==> src/rtl/fifo_flex.sv <==
// fifo_flex: single-clock FIFO with an occupancy count, almost flags,
// error pulses, synchronous flush and optional first-word-fall-through.
module fifo_flex #(
    parameter int Depth             = 8,
    parameter int Width             = 8,
    parameter int Fwft              = 0,
    parameter int AlmostFullThresh  = 6,
    parameter int AlmostEmptyThresh = 2
) (
    input  logic                     i_clk,
    input  logic                     i_rst_n,
    input  logic                     i_clr,
    input  logic                     i_wr,
    input  logic                     i_rd,
    input  logic [Width-1:0]         i_data,
    output logic [Width-1:0]         o_data,
    output logic [$clog2(Depth):0]   o_count,
    output logic                     o_full,
    output logic                     o_empty,
    output logic                     o_almost_full,
    output logic                     o_almost_empty,
    output logic                     o_overflow,
    output logic                     o_underflow
);

    localparam int AW = $clog2(Depth);
    localparam int PW = AW + 1;

    logic [Width-1:0] mem_q [Depth];

    logic [PW-1:0]    wr_ptr_q;
    logic [PW-1:0]    wr_ptr_d;
    logic [PW-1:0]    rd_ptr_q;
    logic [PW-1:0]    rd_ptr_d;
    logic [PW-1:0]    count_q;
    logic [PW-1:0]    count_d;
    logic             overflow_q;
    logic             overflow_d;
    logic             underflow_q;
    logic             underflow_d;

    logic [AW-1:0]    wr_addr;
    logic [AW-1:0]    rd_addr;
    logic [Width-1:0] head;
    logic             empty;
    logic             full;
    logic             rd_ok;
    logic             wr_ok;
    logic             mem_we;

    assign wr_addr = wr_ptr_q[AW-1:0];
    assign rd_addr = rd_ptr_q[AW-1:0];
    assign head    = mem_q[rd_addr];

    // Empty when pointers match; full when addresses match but wrap bits differ.
    assign empty = (wr_ptr_q == rd_ptr_q);
    assign full  = (wr_addr == rd_addr) &&
                   (wr_ptr_q[AW] != rd_ptr_q[AW]);

    // A read frees a slot this cycle, so a write into a full FIFO may pair with it.
    assign rd_ok  = i_rd & ~empty;
    assign wr_ok  = i_wr & (~full | rd_ok);
    assign mem_we = wr_ok & ~i_clr;

    assign o_count        = count_q;
    assign o_empty        = empty;
    assign o_full         = full;
    assign o_almost_full  = (count_q >= PW'(AlmostFullThresh));
    assign o_almost_empty = (count_q <= PW'(AlmostEmptyThresh));
    assign o_overflow     = overflow_q;
    assign o_underflow    = underflow_q;

    // Next-state for pointers, count and error pulses; flush wins over requests.
    always_comb begin
        wr_ptr_d    = wr_ptr_q;
        rd_ptr_d    = rd_ptr_q;
        count_d     = count_q;
        overflow_d  = 1'b0;
        underflow_d = 1'b0;
        if (i_clr) begin
            wr_ptr_d = '0;
            rd_ptr_d = '0;
            count_d  = '0;
        end else begin
            if (wr_ok) begin
                wr_ptr_d = wr_ptr_q + PW'(1);
            end
            if (rd_ok) begin
                rd_ptr_d = rd_ptr_q + PW'(1);
            end
            unique case ({wr_ok, rd_ok})
                2'b10:   count_d = count_q + PW'(1);
                2'b01:   count_d = count_q - PW'(1);
                default: count_d = count_q;
            endcase
            overflow_d  = i_wr & ~wr_ok;
            underflow_d = i_rd & ~rd_ok;
        end
    end

    // Control state register.
    always_ff @(posedge i_clk or negedge i_rst_n) begin
        if (!i_rst_n) begin
            wr_ptr_q    <= '0;
            rd_ptr_q    <= '0;
            count_q     <= '0;
            overflow_q  <= 1'b0;
            underflow_q <= 1'b0;
        end else begin
            wr_ptr_q    <= wr_ptr_d;
            rd_ptr_q    <= rd_ptr_d;
            count_q     <= count_d;
            overflow_q  <= overflow_d;
            underflow_q <= underflow_d;
        end
    end

    // Storage array; contents survive reset and flush.
    always_ff @(posedge i_clk) begin
        if (mem_we) begin
            mem_q[wr_addr] <= i_data;
        end
    end

    if (Fwft != 0) begin : g_fwft
        assign o_data = head;
    end else begin : g_reg
        logic [Width-1:0] data_q;
        logic [Width-1:0] data_d;

        // Capture the head on an accepted pop; hold otherwise.
        always_comb begin
            data_d = data_q;
            if (rd_ok && !i_clr) begin
                data_d = head;
            end
        end

        // Registered read-data output.
        always_ff @(posedge i_clk or negedge i_rst_n) begin
            if (!i_rst_n) begin
                data_q <= '0;
            end else begin
                data_q <= data_d;
            end
        end

        assign o_data = data_q;
    end

endmodule

==> config.mk <==
export PLATFORM = sky130hd
export DESIGN_NAME = fifo_flex
export DESIGN_NICKNAME = d
export VERILOG_FILES = /design/src/rtl/fifo_flex.sv
export SDC_FILE = /design/constraint.sdc
export NUM_CORES = 1
export LEC_CHECK = 0
export BUFFER_PORTS_ARGS = -buffer_cell sky130_fd_sc_hd__buf_4
export CORE_MARGIN = 5
export CORE_UTILIZATION = 30
export DETAILED_ROUTE_END_ITERATION = 10
export PLACE_DENSITY = 0.43
export SKIP_CTS_REPAIR_TIMING = 1
export SLEW_MARGIN = 25
export SYNTH_ARGS = -nofsm -noshare
export SYNTH_HDL_FRONTEND = slang
export SYNTH_SLANG_ARGS = --single-unit
export TNS_END_PERCENT = 100
==> constraint.sdc <==
create_clock -name i_clk -period 3.6 [get_ports i_clk]
set_input_delay 0.18 -clock i_clk [delete_from_list [all_inputs] [get_ports i_clk]]
set_output_delay 0.18 -clock i_clk [all_outputs]
set_load 0.005 [all_outputs]
==> results.py <==
metrics = {
    "sta": {
        "fmax_mhz": 381.8,
        "tightest_slew_ns": 0.4409,
        "skew_ns": 0.005114,
        "finalSetupViolCount": 0,
        "finalSetupTns_ns": 0,
        "relSlewSlack_pct": 70.34,
        "hold_viol": 0,
        "rsz0062_at_grt": "false",
        "fin_crit_sh_pct": 72.76,
        "slew_viol_final": 0,
        "fin_crit_ns": 2.619,
    },
    "yosys": {
        "synth_edf_count": 64,
        "seq_area_frac_synth_pct": 67.97,
        "syn_nets": 237,
        "synth_cells": 219,
        "ys_ff_latch": 86,
        "synth_area_um2": 3637,
        "synth.avg_cell_area_um2": 16.61,
        "synth_ff_type": "edfxtp_1",
        "synth-warning-count": 0,
        "async_flop_share_pct": 25.58,
        "synth_cell_types": 38,
    },
    "power_and_ir_drop": {
        "p_total_mw": 2.616,
        "combPwrFrac_pct": 18.4,
        "p_seq_share_pct": 45.8,
        "leakage_nw": 1.610,
        "p_int_mw": 1.946,
        "switching_share_pct": 25.63,
        "ir_worst_vdd_v": 0.0001943,
        "p_switching_mw": 0.6705,
        "p_per_area_nw_per_um2": 599.1,
        "pwr-share-clk_pct": 35.7,
    },
    "cts": {
        "cts_buffers": 9,
        "h-tree-depth": 3,
        "clkTransAtPathRegs_ns": 0.07,
        "ctsLongestPathBuffers": 2,
        "cts_sinks": 86,
        "clock_latency_ns": 0.34,
        "tritoncts": "done",
        "root_buffer": "clkbuf_16",
    },
    "critical_path": {
        "cp_max_fo": 10,
        "critical_path.endpoint_type": "flip-flop",
        "crit_type": "flip-flop to flip-flop",
        "slowest_stage": "dfrtp_1",
        "crit_path_cell_trace": "xor2_2 -> o41ai_4 -> buf_4 -> nor2_1 -> ha_1 -> a21oi_1 -> nand2_1 -> or3_1 -> a21o_1 -> a21oi_1",
        "cp-start-kind": "flip-flop",
        "cpMostUsedCell": "a21oi_1",
        "crit_arrival_ns": 2.89,
        "required_ns": 3.87,
        "max_stage_delay_ns": 0.51,
    },
    "die": {
        "die_w_um": 120.1,
        "start_util_pct": 30.41,
        "dieArea_um2": 14430,
        "io_pins": 31,
        "row_count": 40,
        "core_um2": 11960,
        "die_height_um": 120.1,
    },
    "detailed_routing": {
        "ant_nets": 0,
        "via_per_inst": 4.646,
        "num_vias": 1919,
        "drt_iter0_drc": 109,
        "drc": 0,
        "routedWlPerCell_um": 17.76,
        "wl_mm": 7.333,
        "drt_first_pass_iters": 4,
    },
    "min_path": {
        "hold_class": "input pin to flip-flop",
    },
    "final_layout": {
        "fin_cells": 413,
        "fin_nets": 279,
        "syn_to_final_growth_pct": 20.06,
        "drive_above_1_share_pct": 29.70,
        "fin_area_um2": 4367,
        "finish.utilization_pct": 36.51,
        "antennaDiodeCount": 0,
        "fillerInstances": 1121,
    },
    "placed_design": {
        "gp_congestion": 0.7409,
        "placement.io_buffers": 30,
        "dp.cells": 396,
        "dpl_cell_area_um2": 4059,
        "dpl.hpwl_mm": 4.660,
    },
    "global_routing": {
        "grt_pass1_wl_mm": 11.67,
        "grt_use_total_pct": 11.15,
        "grt_overflow": 0,
        "grt_antenna_before_repair": 0,
        "grt_pass1_vias": 1989,
        "grt_max_degree": 23,
    },
    "job": {
        "drv_cap": 0,
    },
    "status": {
        "status": "finished clean",
    },
}
==> through the flow <==
stage | hold WS, ns | worst slack, ns
final | 0.07199 | 0.9808
after global routing | 0.05826 | 0.8644
after CTS | -0.2775 | 0.9730
after detailed placement | 0.09730 | 1.007
after global placement | 0.09298 | 1.027
after floorplan | -0.1156 | 1.030
==> per-layer routing <==
| metal | part of all wire, % | global-route usage (%) |
|---|---|---|
| met3 | 4.0 | 3.817 |
| met2 | 45 | 16.26 |
| met5 | 0 | 0 |
| met4 | 1.8 | 4.438 |
| met1 | 49 | 15.23 |
==> power by group through the flow <==
stage	registers (mW)	clock network [mW]	logic [mW]
floorplan	1.22	0	0.296
global placement	1.22	0	0.496
detailed placement	1.22	0	0.493
CTS	1.20	0.967	0.494
global route	1.21	1.01	0.541
finish	1.20	0.935	0.482
==> Yosys cell counts (2+ instances only) <==
library cell | number | area (µm²)
xor2_2 | 2 | 32.53
buf_6 | 3 | 33.78
nand3_1 | 4 | 20.02
nand4_1 | 2 | 12.51
xnor2_1 | 6 | 52.55
dfrtp_1 | 22 | 550.5
o21ai_0 | 7 | 35.03
buf_2 | 2 | 10.01
inv_1 | 4 | 15.01
nor2_1 | 18 | 67.56
o21a_1 | 2 | 15.01
nor3_1 | 4 | 20.02
a21o_1 | 2 | 15.01
a211oi_1 | 2 | 15.01
ha_1 | 4 | 50.05
o21ai_1 | 2 | 10.01
nand2_1 | 11 | 41.29
mux4_2 | 16 | 360.4
a21oi_1 | 3 | 15.01
buf_4 | 2 | 15.01
edfxtp_1 | 64 | 1922
nand2b_1 | 2 | 12.51
xor2_1 | 5 | 43.79
or3_1 | 3 | 18.77
clkbuf_1 | 4 | 15.01
mux2i_1 | 11 | 110.1
==> layout by cell type (no fill, tap or decap), types with 2 or more instances in the layout <==
master and instances:
nand3_1 4, ha_1 4, nor3_1 4, nand2_1 11, a211oi_1 2, nor2_1 18, dfrtp_1 22, or3_1 3
o21ai_1 2, o21ai_0 7, xor2_2 2, edfxtp_1 64, xnor2_1 6, inv_6 3, nand4_1 2, a21o_1 2
mux2i_1 11, buf_4 42, inv_1 4, nand2b_1 2, a21oi_1 3, o21a_1 2, mux4_2 16, xor2_1 5
clkbuf_16 9
==> state kept, by name, summed over array words and instances, names as in the netlist <==
register / count
mem_q: 64
o_data: 8
o_count: 4
rd_ptr_q: 4
wr_ptr_q: 4
o_overflow: 1
o_underflow: 1
==> area by class of cell <==
class	count	area [µm²]	share of cell area, %
clock buffer	10	229.0	5.244
multi-input combinational	117	1072	24.56
clock inverter	6	68.82	1.576
inverter	4	15.01	0.3438
sequential	86	2472	56.62
timing repair buffer	43	325.3	7.450
tap	147	183.9	4.212
==> kinds of logic (layout without fill, tap and decap cells) <==
| family | Yosys count | in the layout | share of synthesized area [%] |
|---|---|---|---|
| AO/OA/AOI/OAI | 25 | 25 | 5.194 |
| XOR/XNOR | 13 | 13 | 3.543 |
| adder cells (fa/ha/maj) | 5 | 5 | 1.926 |
| buffers and inverters | 16 | 63 | 2.545 |
| flip-flops | 86 | 86 | 67.97 |
| multiplexers | 27 | 27 | 12.93 |
| AND/OR/NAND/NOR | 47 | 47 | 5.882 |
==> worst max-delay path: cells and delay by family, from the launching register on <==
family | cells | cell delay [ns]
compound gates | 4 | 0.77
buf+inv | 1 | 0.21
fa+ha+maj | 1 | 0.32
xor+xnor | 1 | 0.25
flops | 1 | 0.51
simple gates | 3 | 0.50
==> worst paths after layout <==
check                                  from          end  slack [ns]  cells after the start
worst max register to register  wr_ptr_q[1]   o_count[3]        0.98                     10
worst min register to register    o_data[3]    o_data[3]        0.48                      2
worst max-delay path            wr_ptr_q[1]   o_count[3]        0.98                     10
min in group asynchronous           i_rst_n   o_count[2]        0.26                      2
max in group asynchronous           i_rst_n  wr_ptr_q[0]        3.09                      2
worst min-delay path              i_data[2]  mem_q[2][2]        0.07                      1
(Power assumes the default switching activity.)
